`config.mk`:
```
export PLATFORM = sky130hd
export DESIGN_NAME = bf_jump_table_builder_flat
export DESIGN_NICKNAME = d
export VERILOG_FILES = /design/src/rtl/bf_jump_table_builder_if.sv /design/src/rtl/bf_jump_table_builder.sv /design/src/flat_wrapper.sv
export SDC_FILE = /design/constraint.sdc
export NUM_CORES = 1
export LEC_CHECK = 0
export ABC_AREA = 1
export BUFFER_PORTS_ARGS = -buffer_cell sky130_fd_sc_hd__buf_4
export CAP_MARGIN = 20
export CORE_MARGIN = 4
export CORE_UTILIZATION = 49
export CTS_BUF_LIST = sky130_fd_sc_hd__clkbuf_8 sky130_fd_sc_hd__clkbuf_16
export CTS_CLUSTER_SIZE = 24
export DETAILED_ROUTE_END_ITERATION = 8
export PLACE_DENSITY = 0.67
export SLEW_MARGIN = 20
export SYNTH_ARGS = -nofsm -noshare
export SYNTH_HDL_FRONTEND = slang
export SYNTH_SLANG_ARGS = --single-unit
```
`constraint.sdc`:
```
create_clock -name clk -period 2.9 [get_ports clk]
set_clock_uncertainty 0.1 [all_clocks]
set_input_delay 0.145 -clock clk [delete_from_list [all_inputs] [get_ports clk]]
set_output_delay 0.145 -clock clk [all_outputs]
set_load 0.02 [all_outputs]
```
`src/rtl/bf_jump_table_builder_if.sv`:
```
// Memory-side bus of the jump-table builder: program BRAM read port and jump-table BRAM write port.
interface bf_jump_table_builder_if #(
  parameter int unsigned ADDR_WIDTH = 10
);
  logic [ADDR_WIDTH-1:0] prog_addr;
  logic [7:0]            prog_rd;
  logic                  jt_we;
  logic [ADDR_WIDTH-1:0] jt_addr;
  logic [ADDR_WIDTH-1:0] jt_data;

  modport master (
    output prog_addr,
    input  prog_rd,
    output jt_we,
    output jt_addr,
    output jt_data
  );

  modport slave (
    input  prog_addr,
    output prog_rd,
    input  jt_we,
    input  jt_addr,
    input  jt_data
  );
endinterface

```
`src/rtl/bf_jump_table_builder.sv`:
```
// Pre-run bracket matcher: scans program memory, pairs '[' with ']' through a LIFO,
// and writes both directions of each pair into the jump table.
module bf_jump_table_builder #(
  parameter int unsigned ADDR_WIDTH  = 10,
  parameter int unsigned STACK_DEPTH = 64
) (
  input  logic                  clk,
  input  logic                  resetn,
  input  logic                  start,
  input  logic [ADDR_WIDTH:0]   prog_len,
  bf_jump_table_builder_if.master bus,
  output logic                  busy,
  output logic                  done,
  output logic                  error,
  output logic [1:0]            err_code,
  output logic [ADDR_WIDTH-1:0] err_addr
);

  localparam int unsigned SP_W  = $clog2(STACK_DEPTH) + 1;
  localparam int unsigned IDX_W = SP_W - 1;
  localparam logic [7:0]  CH_OPEN  = 8'h5B;
  localparam logic [7:0]  CH_CLOSE = 8'h5D;
  localparam logic [1:0]  ERR_CLOSE = 2'd1;
  localparam logic [1:0]  ERR_OPEN  = 2'd2;
  localparam logic [1:0]  ERR_OVF   = 2'd3;

  typedef enum logic [1:0] {S_IDLE, S_WAIT, S_EXAM, S_PAIR} state_t;

  state_t                state;
  logic [ADDR_WIDTH-1:0] last_addr;
  logic [SP_W-1:0]       sp;
  logic [ADDR_WIDTH-1:0] open_addr;
  logic [ADDR_WIDTH-1:0] close_addr;
  logic [ADDR_WIDTH-1:0] stack [STACK_DEPTH];

  logic [ADDR_WIDTH-1:0] top_c;
  logic                  is_last_c;
  logic                  stack_full_c;
  logic                  push_c;

  assign top_c        = stack[IDX_W'(sp - SP_W'(1))];
  assign is_last_c    = (bus.prog_addr == last_addr);
  assign stack_full_c = (sp == SP_W'(STACK_DEPTH));
  assign push_c       = (state == S_EXAM) && (bus.prog_rd == CH_OPEN) && !stack_full_c;

  // Stack storage needs no reset; only sp defines what is live.
  always_ff @(posedge clk) begin
    if (push_c) stack[IDX_W'(sp)] <= bus.prog_addr;
  end

  always_ff @(posedge clk or negedge resetn) begin
    if (!resetn) begin
      state         <= S_IDLE;
      last_addr     <= '0;
      sp            <= '0;
      open_addr     <= '0;
      close_addr    <= '0;
      bus.prog_addr <= '0;
      bus.jt_we     <= 1'b0;
      bus.jt_addr   <= '0;
      bus.jt_data   <= '0;
      busy          <= 1'b0;
      done          <= 1'b0;
      error         <= 1'b0;
      err_code      <= '0;
      err_addr      <= '0;
    end else begin
      done      <= 1'b0;
      bus.jt_we <= 1'b0;
      unique case (state)
        S_IDLE: begin
          if (start) begin
            error    <= 1'b0;
            err_code <= '0;
            err_addr <= '0;
            if (prog_len == '0) begin
              done <= 1'b1;
            end else begin
              busy          <= 1'b1;
              last_addr     <= ADDR_WIDTH'(prog_len - (ADDR_WIDTH+1)'(1));
              bus.prog_addr <= '0;
              sp            <= '0;
              state         <= S_WAIT;
            end
          end
        end

        S_WAIT: state <= S_EXAM;

        S_EXAM: begin
          if (bus.prog_rd == CH_OPEN) begin
            if (stack_full_c) begin
              {error, err_code, err_addr, done, busy} <= {1'b1, ERR_OVF, bus.prog_addr, 1'b1, 1'b0};
              state <= S_IDLE;
            end else begin
              sp <= sp + SP_W'(1);
              // A '[' in the last slot is itself the innermost unmatched open.
              if (is_last_c) begin
                {error, err_code, err_addr, done, busy} <= {1'b1, ERR_OPEN, bus.prog_addr, 1'b1, 1'b0};
                state <= S_IDLE;
              end else begin
                bus.prog_addr <= bus.prog_addr + ADDR_WIDTH'(1);
                state         <= S_WAIT;
              end
            end
          end else if (bus.prog_rd == CH_CLOSE) begin
            if (sp == '0) begin
              {error, err_code, err_addr, done, busy} <= {1'b1, ERR_CLOSE, bus.prog_addr, 1'b1, 1'b0};
              state <= S_IDLE;
            end else begin
              sp          <= sp - SP_W'(1);
              open_addr   <= top_c;
              close_addr  <= bus.prog_addr;
              bus.jt_we   <= 1'b1;
              bus.jt_addr <= bus.prog_addr;
              bus.jt_data <= top_c;
              state       <= S_PAIR;
            end
          end else if (is_last_c) begin
            if (sp != '0) begin
              {error, err_code, err_addr, done, busy} <= {1'b1, ERR_OPEN, top_c, 1'b1, 1'b0};
            end else begin
              done <= 1'b1;
              busy <= 1'b0;
            end
            state <= S_IDLE;
          end else begin
            bus.prog_addr <= bus.prog_addr + ADDR_WIDTH'(1);
            state         <= S_WAIT;
          end
        end

        S_PAIR: begin
          bus.jt_we   <= 1'b1;
          bus.jt_addr <= open_addr;
          bus.jt_data <= close_addr;
          if (is_last_c) begin
            if (sp != '0) begin
              {error, err_code, err_addr, done, busy} <= {1'b1, ERR_OPEN, top_c, 1'b1, 1'b0};
            end else begin
              done <= 1'b1;
              busy <= 1'b0;
            end
            state <= S_IDLE;
          end else begin
            bus.prog_addr <= bus.prog_addr + ADDR_WIDTH'(1);
            state         <= S_WAIT;
          end
        end

        default: state <= S_IDLE;
      endcase
    end
  end

endmodule

```
`src/flat_wrapper.sv`:
```
// flat-port wrapper written by rule: the top's interface ports become plain ports
module bf_jump_table_builder_flat 
#(
  parameter int unsigned ADDR_WIDTH  = 10,
  parameter int unsigned STACK_DEPTH = 64
)
  (clk, resetn, start, prog_len, busy, done, error, err_code, err_addr, bus_prog_addr, bus_prog_rd, bus_jt_we, bus_jt_addr, bus_jt_data);
  bf_jump_table_builder_if #(.ADDR_WIDTH(ADDR_WIDTH)) bus_i ();
  input  logic clk;
  input  logic resetn;
  input  logic start;
  input  logic [ADDR_WIDTH:0] prog_len;
  output logic busy;
  output logic done;
  output logic error;
  output logic [1:0] err_code;
  output logic [ADDR_WIDTH-1:0] err_addr;
  output wire logic [$bits(bus_i.prog_addr)-1:0] bus_prog_addr;
  input wire logic [$bits(bus_i.prog_rd)-1:0] bus_prog_rd;
  output wire logic [$bits(bus_i.jt_we)-1:0] bus_jt_we;
  output wire logic [$bits(bus_i.jt_addr)-1:0] bus_jt_addr;
  output wire logic [$bits(bus_i.jt_data)-1:0] bus_jt_data;
  assign bus_prog_addr = bus_i.prog_addr;
  assign bus_i.prog_rd = bus_prog_rd;
  assign bus_jt_we = bus_i.jt_we;
  assign bus_jt_addr = bus_i.jt_addr;
  assign bus_jt_data = bus_i.jt_data;
  bf_jump_table_builder #(.ADDR_WIDTH(ADDR_WIDTH), .STACK_DEPTH(STACK_DEPTH)) u_core (.clk(clk), .resetn(resetn), .start(start), .prog_len(prog_len), .bus(bus_i), .busy(busy), .done(done), .error(error), .err_code(err_code), .err_addr(err_addr));
endmodule
```
==> qor_table.md <==
| Stage | Parameter | This run |
|---|---|---|
| sta | Final-report hold violation count | 0 |
| cells and area | Commonest non-fill, non-tap cells in the layout | 689 x nand2_1, 640 x edfxtp_1, 374 x nand3_1 |
| cts | # H-tree levels | 3 |
| cts | TritonCTS clock tree | done |
| drt | Number of DRC violations after detailed routing | 0 |
| cells and area | Final antenna diode count | 0 |
| yosys | Number of enable flip-flop cells after synthesis | 640 |
| yosys | Count of synthesis-stage warnings from yosys | 0 |
| setup path | R2r setup slk | 0.07 ns |
| cells and area | Share of cells above drive strength 1 | 13.6% |
| sta | F_max | 353 MHz |
| sta | Fin crit share | 97.6% |
| yosys | Summed instance area of the synthesized netlist | 30300 sq um |
| yosys | Synth top area cells | edfxtp_1 63%, nand2_1 8.5%, dfrtp_1 7.0% |
| cells and area | Post-route standard cell area excluding fillers | 35000 sq um |
| cells and area | Layout Cells excl Fill | 3586 |
| yosys | Number of distinct standard cells referenced by the synthesized netlist | 47 |
| outcome | Run status | complete, no violations |
| die | Die Y | 257 microns |
| setup path | Type of element capturing the critical path | flip-flop |
| cts | Number of buffers inserted to repair setup after CTS | 0 |
| run | Maximum capacitance violations | 0 |
| place | # placed instances | 3430 |
| sta | Minimum clock period after layout | 2.83 ns |
| yosys | Async set-reset flop share out of synthesis | 11.7% |
| cells and area | Final Util | 57.7% |
| cells and area | Final net count | 2775 |
| cells and area | Signed area change from the synthesized netlist to the final layout | 15.7% |
| global route | Total congestion overflow after global routing | 0 |
| sta | Max-slew violations | 0 |
| drt | Antenna Violating Nets Remaining | 0 |
| global route | Global-route wire length before repair | 122000 microns |
| die | Count of standard-cell rows | 90 |
| cts | Clock sinks | 725 |
| cts | Clk Latency, worst-skew pair | 0.62 ns |
| sta | Unrepaired setup endpoints after global routing | true |
| drt | Vias per Instance | 5.88 |
| power | Peak supply drop | 1.08 mV |
| yosys | Top flip-flop cell by instance count after synthesis | edfxtp_1 |
| place | Half-perimeter wire length after placement | 47400 microns |
| setup path | Req. time, crit path | 3.33 ns |
| cts | Reg clk slew, reported paths | 0.06 ns |
| cells and area | Leading cell type in the layout, fill and taps excluded | nand2_1 |
| setup path | R2r endpoint | u_core.open_addr[0]$_DFFE_PN0P_ |
| yosys | Biggest area consumer among synthesized cells | edfxtp_1 |
| drt | 1st-iter DRT viols | 2565 |
| place | RD Place Congestion | 0.936 |
| yosys | Synth Instances | 2602 |
| drt | Average detailed-routed wire length per instance | 22.7 microns |
| sta | Max-Slew Margin vs Limit | 35.6% |
| cts | Cell at the root of the clock tree | clkbuf_16 |
| yosys | Sequential element share of the synthesized area | 70.5% |
| setup path | Worst-case reg-to-reg path depth | 12 |
| min path | Worst hold-check path type | in -> reg |
| place | I/O Buffers | 67 |
| drt | Routed wire length | 81300 microns |
| global route | Maximum number of pins on one net before global-route repair | 143 |
| setup path | Top fanout value on the critical path | 30 |
| global route | Via count of the first global-routing pass | 20.4k |
| die | Top-level port count | 68 |
| cts | Clock buffer count from CTS | 75 |
| die | Core Box Area | 60700 sq um |
| global route | Initial antenna violation count | 3 |
| min path | HP Start | prog_len[10] |
| setup path | Launching point of the worst reg2reg path | u_core.sp[1]$_DFFE_PN0P_ |
| global route | Total global-route track usage | 24.0% |
| min path | Worst hold path endpoint | u_core.done$_DFF_PN0_ |
| yosys | Synth Register Bits | 725 |
| die | Die outline width | 257 microns |
| drt | Vias | 21.1k |
| place | Placed Area | 32300 sq um |
| sta | Actual transition at the worst max-transition pin | 0.966 ns |
| sta | Total Neg Setup Slack | 0 ns |
| die | Initial cell density of the core | 49.9% |
| yosys | Number of nets in the synthesized netlist | 2628 |
| yosys | Post-synthesis average cell area | 11.6 sq um |
| setup path | Type of the worst setup path | reg -> reg |
| cts | Deepest clock path buffer count | 3 |
| sta | # setup viols final | 0 |
| yosys | Portion of synthesized cell area occupied by the leading cell type | 63.5% |
| power | Leakage component of the power | 13.0 nW |
| min path | Instance count along the most critical hold path | 6 |
| drt | Drt pass-1 iters | 6 |
| setup path | Crit path launch type | flip-flop |
| die | Die Footprint | 65800 sq um |
| setup path | Arrival @ worst endpoint | 3.26 ns |
| power | Pwr per Cell Area | 1120 nW/um^2 |
[critical path, cell delays in order (launching register included)]
cell and delay (ns):
dfrtp_1 0.37, inv_1 0.18, ha_4 0.29, inv_8 0.18
buf_12 0.22, a21oi_1 0.06, a22oi_1 0.24, nand2_1 0.12
nand3_1 0.21, nand3_1 0.18, nand3_1 0.17, nand3_1 0.20
o21ai_0 0.18
[state kept, by name, summed over array words and instances (netlist names), 2 cells and up]
signal                count
u_core.close_addr        10
u_core.open_addr         10
u_core.bus.jt_data       10
u_core.sp                 7
u_core.err_addr          10
u_core.bus.prog_addr     10
u_core.stack            640
u_core.state              2
u_core.err_code           2
u_core.last_addr         10
u_core.bus.jt_addr       10
[cell type report]
class,instances,area [sq um]
inverters,70,285
clock buffers,77,1930
well taps,782,978
clock inverters,55,453
flip-flops and latches,725,21400
fillers,4848,25700
repair buffers,230,2090
multi-input cells,1647,7930
[logic make-up after synthesis]
group,after synthesis,synth area share (%)
AO/OA/AOI/OAI,394,7.76
XOR/XNOR,24,0.695
adder cells (fa/ha/maj),4,0.165
buffers and inverters,230,3.43
flip-flops,725,70.5
AND/OR/NAND/NOR,1225,17.4
[where the power goes]
part	internal [W]	switching (W)	total, W
registers	0.0127	0.000337	0.0131
logic	0.00494	0.0119	0.0168
clock network	0.00543	0.00394	0.00937
total	0.0231	0.0161	0.0393
[cell usage after synthesis (all sizes together) (5+ instances only)]
cell type    n
nand3      383
nor2       125
xnor2        9
o31ai        5
nor3        10
edfxtp     640
a21oi      215
a221oi      11
buf        109
dfrtp       85
inv         67
nand2      693
nand4        8
clkbuf      51
a22oi      109
o21ai       47
xor2        15
[metrics by stage]
step | hold slack, ns | total power (W) | setup WS, ns
after floorplan | -0.251 | 0.0232 | -0.0830
after global placement | 0.0926 | 0.0292 | 0.0758
after detailed placement | 0.0889 | 0.0294 | 0.0881
after CTS | 0.000691 | 0.0388 | 0.0729
after global routing | 0.0787 | 0.0411 | -0.0129
final | 0.0241 | 0.0393 | 0.0706
[per-layer routing]
layer  vias to the layer above  share of wire (%)  track usage, %
li1                       9594                  -               -
met1                     10381                 40            33.1
met2                       959                 48            38.4
met3                       158                9.2            4.86
met4                         4                3.2            8.59
met5                         -              0.033               0
[worst max path at each step]
stage,startpoint,to
global route,u_core.sp[1]$_DFFE_PN0P_,u_core.err_addr[6]$_DFFE_PN0P_
global placement,u_core.sp[0]$_DFFE_PN0P_,u_core.err_addr[6]$_DFFE_PN0P_
detailed placement,u_core.sp[0]$_DFFE_PN0P_,u_core.err_addr[6]$_DFFE_PN0P_
CTS,u_core.sp[0]$_DFFE_PN0P_,u_core.stack[12][7]$_DFFE_PP_
floorplan,u_core.sp[0]$_DFFE_PN0P_,u_core.stack[10][0]$_DFFE_PP_
finish,u_core.sp[1]$_DFFE_PN0P_,u_core.open_addr[0]$_DFFE_PN0P_
[repair_timing]
item	CTS	global route
gates resized for setup	0	12
hold buffers	22	0
hold endpoints to repair	96	0
setup endpoints to repair	0	111
Note: power is estimated with default switching activity, not from simulation.
